===== src/rtl/modexp_sequencer.sv =====
// Left-to-right square-and-multiply sequencer driving a 10-bit Montgomery multiplier (MMM).
// Build option MODEXP_SKIP_LZ_EN: skip the squarings above the most significant set exponent bit.
//
//   state | meaning
//   IDLE  | waiting for start_i, operands forced to zero
//   PRE_M | msg * R^2 -> xbar (message into Montgomery domain)
//   PRE_A | 1 * R^2   -> abar (accumulator = R mod n)
//   SQ    | abar * abar -> abar for exponent bit idx
//   MUL   | abar * xbar -> abar when exponent bit idx is set
//   POST  | abar * 1 -> abar (back to the plain domain)
//   DONE  | completion pulse, publish result
module modexp_sequencer #(
    parameter int WIDTH    = 10,
    parameter int EXP_BITS = 10
) (
    input  logic                clk,
    input  logic                rst_n,
    input  logic                start_i,
    input  logic [WIDTH-1:0]    msg_i,
    input  logic [EXP_BITS-1:0] exp_i,
    input  logic [WIDTH-1:0]    r2_i,
    input  logic                mmm_done_i,
    input  logic [WIDTH-1:0]    mmm_result_i,
    output logic [WIDTH-1:0]    op_x_o,
    output logic [WIDTH-1:0]    op_y_o,
    output logic                mmm_start_o,
    output logic                busy_o,
    output logic                done_o,
    output logic [WIDTH-1:0]    result_o
);
    localparam int IDX_W = 4;
    localparam logic [IDX_W-1:0] IDX_TOP = IDX_W'(EXP_BITS - 1);

    localparam logic [1:0] SEL_A    = 2'b00;
    localparam logic [1:0] SEL_B    = 2'b01;
    localparam logic [1:0] SEL_ONE  = 2'b10;
    localparam logic [1:0] SEL_ZERO = 2'b11;

    typedef enum logic [2:0] {
        S_IDLE, S_PRE_M, S_PRE_A, S_SQ, S_MUL, S_POST, S_DONE
    } state_t;

    state_t              state_q, state_d;
    logic [WIDTH-1:0]    abar_q, abar_d;
    logic [WIDTH-1:0]    xbar_q, xbar_d;
    logic [EXP_BITS-1:0] e_q, e_d;
    logic [IDX_W-1:0]    idx_q, idx_d;
    logic                issued_q, issued_d;
    logic [WIDTH-1:0]    result_q, result_d;

    logic [1:0] sel_x, sel_y;
    logic       issue, step, lz_skip;

    function automatic logic [WIDTH-1:0] sel_mux(input logic [1:0]       sel,
                                                 input logic [WIDTH-1:0] a,
                                                 input logic [WIDTH-1:0] b);
        case (sel)
            SEL_A:   sel_mux = a;
            SEL_B:   sel_mux = b;
            SEL_ONE: sel_mux = WIDTH'(1);
            default: sel_mux = '0;
        endcase
    endfunction

    always_ff @(posedge clk) begin
        if (!rst_n) begin
            state_q  <= S_IDLE;
            abar_q   <= '0;
            xbar_q   <= '0;
            e_q      <= '0;
            idx_q    <= '0;
            issued_q <= 1'b0;
            result_q <= '0;
        end else begin
            state_q  <= state_d;
            abar_q   <= abar_d;
            xbar_q   <= xbar_d;
            e_q      <= e_d;
            idx_q    <= idx_d;
            issued_q <= issued_d;
            result_q <= result_d;
        end
    end

    always_comb begin
        state_d  = state_q;
        abar_d   = abar_q;
        xbar_d   = xbar_q;
        e_d      = e_q;
        idx_d    = idx_q;
        issued_d = issued_q;
        result_d = result_q;
        sel_x    = SEL_ZERO;
        sel_y    = SEL_ZERO;
        issue    = 1'b0;
        step     = 1'b0;
        lz_skip  = 1'b0;
`ifdef MODEXP_SKIP_LZ_EN
        // Squaring R in the Montgomery domain yields R, so leading-zero squarings are no-ops.
        lz_skip  = ((e_q >> idx_q) == '0);
`endif

        case (state_q)
            S_IDLE: begin
                if (start_i) begin
                    e_d     = exp_i;
                    xbar_d  = r2_i;
                    abar_d  = r2_i;
                    idx_d   = IDX_TOP;
                    state_d = S_PRE_M;
                end
            end
            S_PRE_M: begin
                sel_x = SEL_B;
                sel_y = SEL_B;
                issue = 1'b1;
                if (mmm_done_i) begin
                    xbar_d  = mmm_result_i;
                    state_d = S_PRE_A;
                end
            end
            S_PRE_A: begin
                sel_x = SEL_ONE;
                sel_y = SEL_A;
                issue = 1'b1;
                if (mmm_done_i) begin
                    abar_d  = mmm_result_i;
                    state_d = S_SQ;
                end
            end
            S_SQ: begin
                sel_x = SEL_A;
                sel_y = SEL_A;
                if (lz_skip) begin
                    step = 1'b1;
                end else begin
                    issue = 1'b1;
                    if (mmm_done_i) begin
                        abar_d = mmm_result_i;
                        if (e_q[idx_q]) state_d = S_MUL;
                        else            step    = 1'b1;
                    end
                end
            end
            S_MUL: begin
                sel_x = SEL_A;
                sel_y = SEL_B;
                issue = 1'b1;
                if (mmm_done_i) begin
                    abar_d = mmm_result_i;
                    step   = 1'b1;
                end
            end
            S_POST: begin
                sel_x = SEL_A;
                sel_y = SEL_ONE;
                issue = 1'b1;
                if (mmm_done_i) begin
                    abar_d  = mmm_result_i;
                    state_d = S_DONE;
                end
            end
            S_DONE: begin
                result_d = abar_q;
                state_d  = S_IDLE;
            end
            default: state_d = S_IDLE;
        endcase

        if (step) begin
            if (idx_q == '0) begin
                state_d = S_POST;
            end else begin
                idx_d   = idx_q - 1'b1;
                state_d = S_SQ;
            end
        end

        // A done in the start cycle itself is accepted (zero-latency multiplier).
        if (issue) issued_d = !mmm_done_i;
    end

    assign op_x_o      = sel_mux(sel_x, abar_q, msg_i);
    assign op_y_o      = sel_mux(sel_y, abar_q, xbar_q);
    assign mmm_start_o = issue && !issued_q;
    assign busy_o      = (state_q != S_IDLE);
    assign done_o      = (state_q == S_DONE);
    assign result_o    = result_q;

endmodule


===== config.mk =====
export PLATFORM = sky130hd
export DESIGN_NAME = modexp_sequencer
export DESIGN_NICKNAME = d
export VERILOG_FILES = /design/src/rtl/modexp_sequencer.sv
export SDC_FILE = /design/constraint.sdc
export NUM_CORES = 1
export LEC_CHECK = 0
export CORE_UTILIZATION = 51
export DETAILED_ROUTE_END_ITERATION = 6
export GPL_ROUTABILITY_DRIVEN = 0
export PLACE_DENSITY = 0.84
export RECOVER_POWER = 100
export SYNTH_ARGS = -nofsm -noshare
export SYNTH_HDL_FRONTEND = slang
export SYNTH_SLANG_ARGS = --single-unit

===== constraint.sdc =====
create_clock -name clk -period 5 [get_ports clk]
set_clock_uncertainty 0.2 [all_clocks]
set_input_delay 0.5 -clock clk [delete_from_list [all_inputs] [get_ports clk]]
set_output_delay 0.5 -clock clk [all_outputs]
set_load 0.05 [all_outputs]

==> impl_metrics.csv <==
group,metric,value,unit
synthesis,synth_top_area_share,37.6,%
synthesis,yosysMostFrequentCell,"nand2_1",
pwr,p_total,2.04,mW
critical_path,critPathCaptureType,"primary output",
synthesis,synth_cell_types,49,
synthesis,yosys_most_used_dff,"dfxtp_1",
clock_tree,cts.clk_slew.worst_paths,0.08,ns
run_status,violations,"max-capacitance violations, max-slew violations",
routing,wl_per_cell,14.9,um
grt,grt_use_met3,5.25,%
floorplan,start_util,53.7,%
pwr,p_per_area,599,nW/um2
timing,setup_slack,0.938,ns
place,placed_area,3300,um2
clock_tree,clockBufferDepth,2,
critical_path,cp_slowest_cell,"nor3b_1",
synthesis,synth_commonest_cells,"nand2_1 (67), dfxtp_1 (48), nor2_1 (30)",
cells_and_area,final_net_count,428,
routing,via_per_inst,5.71,
timing,drv_slew,21,
critical_path,slowest_delay,1.03,ns
place,dpl.hpwl,4.66,mm
synthesis,synth_area_per_cell,7.90,um2
synthesis,syn_area,2550,um2
critical_path,crit_chain,"nor3b_1, buf_4, a22o_1, dlygate4sd3_1",
grt,grt_busiest_layer,"met2",
clock_tree,cts_hold_buf,0,
grt,grt.total_usage,26.7,%
timing,setup_viol,0,
grt,grt_pass1_wl,11.0,mm
grt,met2_usage,41.1,%
cells_and_area,drive_above_1_share,4.69,%
pwr,netSwitchingFraction,49.2,%
critical_path,crit_family,"buffers and inverters",
timing,tightest_slew,1.86,ns
timing,rsz0062_at_grt,"false",
clock_tree,cts_resized,0,
timing,finalHoldViolCount,0,
critical_path,worst_setup_path_start_kind,"flip-flop",
grt,grt_pass1_vias,2295,
pwr,switching_power,1.00,mW
timing,period_share,81.2,%
timing,relSlewSlack,-25.6,%
grt,grt_max_degree,46,
synthesis,syn_inst,323,
pwr,pwr-share-comb,55.2,%
floorplan,die_w,72.7,um
floorplan,dieArea,5290,um2
critical_path,path_max_fanout,15,
grt,overflow,0,
run,cap_violations,1,
routing,drtIter0Drc,342,
cells_and_area,finish.utilization,71.6,%
synthesis,ys_seq_area_share,37.6,%
cells_and_area,finalNonFillerCells,451,
critical_path,criticalPathCategory,"flip-flop to primary output",
synthesis,synth_area_leaders,"dfxtp_1 (38%), nand2_1 (9.9%), mux2i_1 (7.1%), a21oi_1 (5.5%), nor2_1 (4.4%)",
run_status,status,"finished with violations",
place,io_buffers,76,
timing,fin_setup_tns,0,ns
timing,fin_hold_ws,0.255,ns
floorplan,coreArea,4750,um2
clock_tree,cts-htree-levels,2,
min_path,hold_depth,2,
routing,wl,6.74,mm
pwr,clkPwrFrac,13.8,%
pwr,p_int,1.04,mW
critical_path,required,4.30,ns
grt,gr-usage-met1,37.5,%
cells_and_area,final_area,3400,um2
floorplan,io_pins,77,
floorplan,die_height,72.7,um
timing,fmax,0.246,GHz
routing,remaining_drc_errors,0,
critical_path,critPathArrivalTime,3.36,ns
clock_tree,cts_setup_buffers,0,
routing,num_vias,2577,
routing,final_antenna_net_count,0,
clock_tree,cts_buffers,5,
pwr,leakage,1.31,nW
place,pre_cts_slack,1.69,ns
floorplan,fp-row-count,25,
synthesis,synthArstFlopShare,0,%
grt,antenna_found_initial,0,
cells_and_area,area_delta_synth_final,33.3,%
cells_and_area,antenna_cells,0,
critical_path,critPathBufInv,2,
clock_tree,cts_tree,"built",
synthesis,synth_nets,368,
pwr,seqPwrFrac,31.0,%
clock_tree,clk_latency,0.30,ns
min_path,hold_class,"flip-flop to flip-flop",
place,dpl.cell_count,443,
synthesis,synth_edf_count,0,
routing,drtPass1Iterations,4,
synthesis,yosys_warnings,0,
synthesis,synth_area_leader_cell,"dfxtp_1",
pwr,ir_worst_vdd,282,uV
synthesis,ys_ff_latch,48,
clock_tree,clock_sinks,48,
clock_tree,cts_root_buf,"clkbuf_8",
critical_path,r2r_cells,6,
critical_path,path_depth,4,
timing,period_needed,4.06,ns
-- power groups by stage --
stage	registers, mW	clock network (mW)	logic [mW]
floorplan	0.568	0	0.891
global placement	0.632	0	1.12
detailed placement	0.635	0	1.14
CTS	0.628	0.283	1.15
global route	0.648	0.303	1.21
finish	0.631	0.282	1.13
-- final cells by class --
class | count | area (um2)
clock inverters | 3 | 42.5
flip-flops and latches | 48 | 961
repair buffers | 79 | 783
clock buffers | 5 | 68.8
multi-input cells | 242 | 1440
well taps | 67 | 83.8
inverters | 7 | 26.3
fillers | 404 | 1350
-- routing by layer --
| layer | routed length [um] | part of all wire [%] |
|---|---|---|
| met1 | 3100 | 46 |
| met2 | 3080 | 46 |
| met3 | 471 | 7.0 |
| met4 | 96 | 1.4 |
| met5 | 0 | 0 |
-- final timing paths --
check                                                 to                startpoint  slack, ns
worst min-delay path            result_o[9]$_SDFFE_PN0P_  result_o[9]$_SDFFE_PN0P_       0.25
worst min register to register  result_o[9]$_SDFFE_PN0P_  result_o[9]$_SDFFE_PN0P_       0.25
worst max-delay path                           op_x_o[7]   state_q[0]$_SDFFE_PN0P_       0.94
worst max register to register    abar_q[6]$_SDFFE_PN0P_   state_q[1]$_SDFFE_PN0P_       1.19
-- cells in the final DEF (no fill, tap or decap), types with 2 or more instances in the layout --
cell type / synthesis / layout
a211oi_1: 12 / 12
a22o_1: 12 / 12
nor2b_1: 2 / 2
clkbuf_8: 0 / 5
nand3_1: 3 / 3
nand4b_1: 2 / 2
and2_0: 0 / 2
nor3b_1: 2 / 3
a311oi_1: 10 / 10
dlygate4sd3_1: 0 / 32
clkdlybuf4s50_1: 0 / 44
inv_1: 6 / 6
o21ai_0: 19 / 20
mux2i_1: 18 / 18
nor3_1: 2 / 3
nand2_1: 67 / 67
a311o_1: 2 / 2
a31oi_1: 4 / 4
nor2_1: 30 / 30
a21o_1: 2 / 2
a21oi_1: 28 / 28
buf_4: 2 / 3
dfxtp_1: 48 / 48
-- logic make-up (layout without fill, tap and decap cells) --
| logic type | count (synthesis) | in the layout | synth area share (%) |
|---|---|---|---|
| AOI/OAI and AO/OA | 102 | 102 | 26.8 |
| muxes | 21 | 21 | 8.53 |
| and+or+nand+nor | 118 | 118 | 20.8 |
| DFF | 48 | 48 | 37.6 |
| buffers and inverters | 33 | 94 | 5.69 |
| adders and majority gates | 1 | 1 | 0.490 |
-- sequential cells by signal, summed over array words and instances (netlist names) --
name / cells
abar_q: 10
e_q: 10
result_o: 10
xbar_q: 10
idx_q: 4
state_q: 3
issued_q: 1
-- worst register-to-register path, delay by kind of cell, from the launching register on --
| family | cells | cell delay (ns) |
|---|---|---|
| AO/OA/AOI/OAI | 2 | 1.76 |
| flip-flops | 1 | 0.86 |
| buffers and inverters | 1 | 0.27 |
| AND/OR/NAND/NOR | 3 | 0.63 |
Power figures use the tool's default switching activity.
